**src/rtl/wishbone_master.sv**
```systemverilog
// Classic single-cycle Wishbone B3 initiator: one user request becomes one bus cycle,
// ending in a done or timeout pulse followed by a one-cycle idle gap on the bus.
module wishbone_master #(
    parameter int ADDR_W  = 12,
    parameter int DATA_W  = 8,
    parameter int TIMEOUT = 15
) (
    input  logic              clk_i,
    input  logic              rst_i,
    input  logic              req_i,
    input  logic              req_we_i,
    input  logic [ADDR_W-1:0] req_adr_i,
    input  logic [DATA_W-1:0] req_dat_i,
    output logic              busy_o,
    output logic              done_o,
    output logic              err_o,
    output logic [DATA_W-1:0] rdata_o,
    output logic [ADDR_W-1:0] adr_o,
    output logic              we_o,
    output logic [DATA_W-1:0] dat_o,
    output logic              cyc_o,
    output logic              stb_o,
    input  logic [DATA_W-1:0] dat_i,
    input  logic              ack_i,
    output logic [1:0]        fsm_state
);

    // Handshake: a request is taken only when req_i is high at an edge in IDLE (busy_o low);
    // a bus cycle completes at the first edge in BUS that sees ack_i high with cyc_o/stb_o high.
    typedef enum logic [1:0] {
        IDLE = 2'd0,
        BUS  = 2'd1,
        DONE = 2'd2,
        ERR  = 2'd3
    } state_t;

    localparam int CNT_W = (TIMEOUT > 0) ? $clog2(TIMEOUT + 1) : 1;
    localparam logic [CNT_W-1:0] CNT_LAST = (TIMEOUT > 0) ? CNT_W'(TIMEOUT - 1) : '0;

    state_t              state_q, state_d;
    logic [CNT_W-1:0]    cnt_q, cnt_d;
    logic                timeout_hit;
    logic                busy_d, done_d, err_d, we_d, cyc_d, stb_d;
    logic [DATA_W-1:0]   rdata_d, dat_d;
    logic [ADDR_W-1:0]   adr_d;

    assign timeout_hit = (TIMEOUT != 0) && (cnt_q == CNT_LAST);
    assign fsm_state   = state_q;

    // State and every output live in this one register bank, so all outputs are registered.
    always_ff @(posedge clk_i or posedge rst_i) begin
        if (rst_i) begin
            state_q <= IDLE;
            cnt_q   <= '0;
            busy_o  <= 1'b0;
            done_o  <= 1'b0;
            err_o   <= 1'b0;
            rdata_o <= '0;
            adr_o   <= '0;
            we_o    <= 1'b0;
            dat_o   <= '0;
            cyc_o   <= 1'b0;
            stb_o   <= 1'b0;
        end else begin
            state_q <= state_d;
            cnt_q   <= cnt_d;
            busy_o  <= busy_d;
            done_o  <= done_d;
            err_o   <= err_d;
            rdata_o <= rdata_d;
            adr_o   <= adr_d;
            we_o    <= we_d;
            dat_o   <= dat_d;
            cyc_o   <= cyc_d;
            stb_o   <= stb_d;
        end
    end

    always_comb begin
        state_d = state_q;
        case (state_q)
            IDLE:    if (req_i) state_d = BUS;
            BUS: begin
                if (ack_i)            state_d = DONE;
                else if (timeout_hit) state_d = ERR;
            end
            DONE:    state_d = IDLE;
            ERR:     state_d = IDLE;
            default: state_d = IDLE;
        endcase
    end

    // Next values for the registered outputs; ack wins over a simultaneous timeout.
    always_comb begin
        cnt_d   = cnt_q;
        busy_d  = (state_d != IDLE);
        done_d  = 1'b0;
        err_d   = 1'b0;
        rdata_d = rdata_o;
        adr_d   = adr_o;
        we_d    = we_o;
        dat_d   = dat_o;
        cyc_d   = 1'b0;
        stb_d   = 1'b0;
        case (state_q)
            IDLE: begin
                if (req_i) begin
                    adr_d = req_adr_i;
                    we_d  = req_we_i;
                    dat_d = req_dat_i;
                    cyc_d = 1'b1;
                    stb_d = 1'b1;
                    cnt_d = '0;
                end
            end
            BUS: begin
                if (ack_i) begin
                    done_d = 1'b1;
                    if (!we_o) rdata_d = dat_i;
                end else if (timeout_hit) begin
                    err_d = 1'b1;
                end else begin
                    cyc_d = 1'b1;
                    stb_d = 1'b1;
                    cnt_d = cnt_q + CNT_W'(1);
                end
            end
            default: ;
        endcase
    end

endmodule
```
**config.mk**
```make
export PLATFORM = sky130hd
export DESIGN_NAME = wishbone_master
export DESIGN_NICKNAME = d
export VERILOG_FILES = /design/src/rtl/wishbone_master.sv
export SDC_FILE = /design/constraint.sdc
export NUM_CORES = 1
export LEC_CHECK = 0
export CAP_MARGIN = 25
export CORE_AREA = 2 2 65 67
export DETAILED_ROUTE_END_ITERATION = 10
export DIE_AREA = 0 0 67 69
export PLACE_DENSITY = 0.74
export SLEW_MARGIN = 20
export SYNTH_ARGS = -nofsm -noshare
export SYNTH_HDL_FRONTEND = slang
export SYNTH_SLANG_ARGS = --single-unit
```
**constraint.sdc**
```tcl
create_clock -name clk_i -period 2.1 [get_ports clk_i]
set_clock_uncertainty 0.05 [all_clocks]
set_input_delay 0.315 -clock clk_i [delete_from_list [all_inputs] [get_ports clk_i]]
set_output_delay 0.315 -clock clk_i [all_outputs]
set_load 0.05 [all_outputs]
```
[Word level (Yosys, flattened, before mapping)]
Cells that the tools add are included.
Word-level totals
  register bits after elaboration: 39
  bits in latches: 0
  memory bits (writable): 0
  bits in read-only memories: 0
  bits of input ports: 33
  output and inout port bits: 36
  memories kept: 0
Operators by class
  add/subtract/negate cells: 1
  $mul: 0
  div/mod/pow operators: 0
  $lt $le $gt $ge: 0
  eq/ne operators: 7
  shift-type cells: 0
  muxes and demuxes: 17
  bitwise operators: 1
  reduce and logical (&&, ||, !) cells: 7
Operators by type and width (count)
  4-bit two-way mux: 3
  1-bit two-way mux: 8
  4-bit one-hot mux with 2 select lines: 1
  2-bit two-way mux: 3
  2-bit inequality test (second input constant): 3
  2-bit one-hot mux with 3 select lines: 1
  4-bit by 1-bit adder with 4-bit output (second input constant): 1
  2-bit equality test (second input constant): 2
  4-bit equality test (second input constant): 1
  4-bit AND reduction: 1
  2-bit nonzero test: 2
  3-bit AND reduction: 1
  2-bit by 1-bit equality test with 1-bit output (second input constant): 1
  2-bit logical NOT: 1
  1-bit one-hot mux with 2 select lines: 1
  2-bit AND reduction: 1
  2-bit OR reduction: 1
  1-bit NOT: 1

[Logic depth before layout (Yosys ltp)]
Gate-level depths: netlist of run 1.
  word-level depth: 5
  mapped depth: 5
  mapped depth without buffers: 5

[Least setup slack after synthesis of run 1]
No wires, ideal clock.
  path type: register to register
  start point: register state_q[0], in the netlist fsm_state[0]
  end point: register rdata_o[0]
  data arrival time: 1.621 ns
  data required time: 1.925 ns
  slack: 0.304 ns
  cell stages (with the launch flop): 4
  path buffers: 0
  cell sequence: dfrtp_1 -> nand2b_2 -> nor3b_4 -> mux2_2
On the way
  longest elaborated chain between the ends: 2
RTL lines
  start: declaration: RTL line 40  | state_t state_q, state_d;
  start signal: assignment: RTL line 65  | state_q <= state_d;
  2-bit by 1-bit equality test with 1-bit output: RTL line 105  | case (state_q)
  3-bit AND reduction (no source line)
  end signal: assignment: RTL line 70  | rdata_o <= rdata_d;
  end: declaration: RTL line 17  | output logic [DATA_W-1:0] rdata_o,
No other way between the ends.
A chain may end at the register's enable or synchronous reset.

[Final worst setup path of run 1]
  start point: register state_q[1], in the netlist fsm_state[1]
  end point: output fsm_state[1]
RTL lines
  end: declaration: RTL line 25  | output logic [1:0] fsm_state
No word-level cell between the ends.

==> flow_summary.toml, run 1 <==
[place]
dpl_cell_area_um2 = 2321
gp_congestion = 0.6948
portBuffers = 68
hpwlAfterDp_um = 2480

[drt]
remaining_drc_errors = 0
totalWireLength_um = 3254
first_pass_iters = 4
drt-initial-drc-count = 40
vias = 1093
wl_per_cell_um = 14.21
drtAntennaViolNets = 0
viasPerCell = 4.773

[yosys]
yosysUniqueCellTypes = 24
synthCells = 103
synth-warning-count = 0
syn_area_um2 = 1563
synth-simple-area-share_pct = 7.206
ys_top_cells_by_area = "dfrtp_1 (62%), mux2_2 (21%), a221oi_4 (1.7%)"
synth_top_family_by_area = "multiplexers"
synth_mux_area_share_pct = 21.54
syn_avg_cell_area_um2 = 15.17
ys_async_sr_fraction_pct = 100.0
yosysSeqAreaShare_pct = 62.45
syn-num-nets = 138
yosysTopAreaCellShare_pct = 62.45
synth_xor_area_share_pct = 0
synthFlopType = "dfrtp_1"
synth_most_common_cell = "dfrtp_1"
synth_compound_area_share_pct = 4.323
yosys-top-cells-count = "dfrtp_1 (39), mux2_2 (29), inv_1 (6)"
yosys.area.top_type = "dfrtp_1"
ys_ff_latch = 39
synthAdderAreaFrac_pct = 1.601
synth_edf_count = 0

[sta]
slew_violations = 0
fmax_ghz = 0.5140
post-route-period-util_pct = 92.64
final.setup.tns_ps = 0
grt_setup_unrepaired = "no"
hold_viol = 0
min_period_ps = 1945
setup_viol = 0
worst_slew_pin_slew_ps = 525.0
slew_headroom_pct = 64.89

[clocking]
clockRootBuffer = "clkbuf_8"
clk_latency_ps = 290
cts_max_level = 2
cts_setup_buffers = 0
cts_tree = "done"
hold_buffers = 0
cts_buffers = 5
cts_resized = 0
cts_buffer_depth = 2
clkTransAtPathRegs_ps = 70
cts.sinks = 39

[outcome]
outcome = "finished clean"

[grt]
antenna_found_initial = 0
grt_max_degree = 40
overflow = 0
grt_pass1_vias = 1116
grt_pass1_wl_um = 5244
gr-usage-all-layers_pct = 15.02

[pwr]
vdd_ir_drop_max_mv = 0.9020
powerDensity_nw_per_um2 = 1854
p_leak_nw = 1.018

[setup_path]
required_ps = 1740
slowest_stage = "clkdlybuf4s50_1"
cp.arrival_ps = 1580
slowest_delay_ps = 850
r2r_cells = 3
critPathKind = "flop to output pin"
start_kind = "flop"
worstSetupEndpointType = "output pin"
cp.depth = 1
critPathMaxFanout = 7
path_delay_family = "buffers and inverters"
crit_buf_inv = 1
cp_cell_sequence = "clkdlybuf4s50_1"

[min_path]
hp-class = "input pin to asynchronous set/reset pin"

[die]
rows = 23
dieArea_um2 = 4623
core_um2 = 3914
initial_core_util_pct = 39.93
io_pins = 69
die_x_um = 67
die_h_um = 69

[final_layout]
n_antenna_cell = 0
fin_area_um2 = 2454
drive_gt1_share_pct = 24.58
fill_cells = 324
nets = 213
syn_to_final_growth_pct = 57.01

[flow_run]
drv_cap = 0
## report_power, final
part / leakage [nW] / switching, mW / total [mW] / internal (mW)
combinational: 0.484 / 1.57 / 2.51 / 0.947
clock: 0.0654 / 0.252 / 0.726 / 0.475
sequential: 0.469 / 0.212 / 1.31 / 1.10
## flip-flops by register name (all words and copies together) (netlist names), 2 cells and up
| signal | cells |
|---|---|
| cnt_q | 4 |
| adr_o | 12 |
| fsm_state | 2 |
| dat_o | 8 |
| rdata_o | 8 |
## cell usage in the layout, fill, tap and decap left out, types with 2 or more instances in the layout
cell / n
clkdlybuf4s50_1: 67
dfrtp_1: 39
mux2_2: 29
inv_1: 6
clkbuf_8: 5
nand3_1: 4
buf_4: 3
o211ai_1: 2
ha_1: 2
bufinv_16: 2
## per-layer routing
| layer | vias to the layer above | track usage [%] | part of all wire (%) |
|---|---|---|---|
| met5 | - | 0 | 0 |
| met4 | 0 | 7.483 | 0.43 |
| met3 | 2 | 2.773 | 5.4 |
| met2 | 35 | 25.63 | 54 |
| met1 | 544 | 17.56 | 40 |
| li1 | 512 | - | - |
## area by class of cell
type / instances / area [um2] / share of cell area, %
inverter: 6 / 22.52 / 0.9179
sequential: 39 / 975.9 / 39.78
tap: 50 / 62.56 / 2.550
clock inverter: 2 / 60.06 / 2.448
clock buffer: 6 / 72.57 / 2.958
multi-input combinational: 55 / 546.8 / 22.28
timing repair buffer: 71 / 713.2 / 29.07
## final timing paths
| check | startpoint | to | slack (ps) |
|---|---|---|---|
| setup reg to reg | fsm_state[0]$_DFF_PP0_ | rdata_o[0]$_DFFE_PP0P_ | 430 |
| min in group clk_i | adr_o[9]$_DFFE_PP0P_ | adr_o[9]$_DFFE_PP0P_ | 460 |
| hold / removal | rst_i | dat_o[3]$_DFFE_PP0P_ | 380 |
| max in group asynchronous | rst_i | fsm_state[1]$_DFF_PP0_ | 1280 |
| setup / recovery | fsm_state[1]$_DFF_PP0_ | fsm_state[1] | 150 |
| hold reg to reg | adr_o[9]$_DFFE_PP0P_ | adr_o[9]$_DFFE_PP0P_ | 460 |
## per-stage QoR
step	cells	hold WS (ps)	setup WS (ps)	total power [mW]	util [%]
2_1_floorplan	103	338.5	304.2	2.998	-
3_3_place_gp	221	439.3	306.7	3.808	59.30
3_5_place_dp	221	445.2	223.6	3.868	59.30
4_1_cts	229	400.2	139.9	4.603	62.69
5_1_grt	229	431.2	101.0	4.755	62.69
6_report	229	382.6	154.6	4.550	62.69
## cell families after synthesis
group | Yosys count
AOI/OAI and AO/OA | 7
adders and majority gates | 2
buffers and inverters | 9
DFF | 39
muxes | 30
and+or+nand+nor | 16
Power figures use the tool's default switching activity.
==> inputs of run 2 (changes only) <==
--- a/config.mk
+++ b/config.mk
@@ -7,6 +7,7 @@
 export LEC_CHECK = 0
 export CAP_MARGIN = 25
 export CORE_AREA = 2 2 65 67
+export CTS_CLUSTER_DIAMETER = 30
 export DETAILED_ROUTE_END_ITERATION = 10
 export DIE_AREA = 0 0 67 69
 export PLACE_DENSITY = 0.74
==> results of run 2 <==
No change in the layout: final DEF, timing and power equal those of run 1.
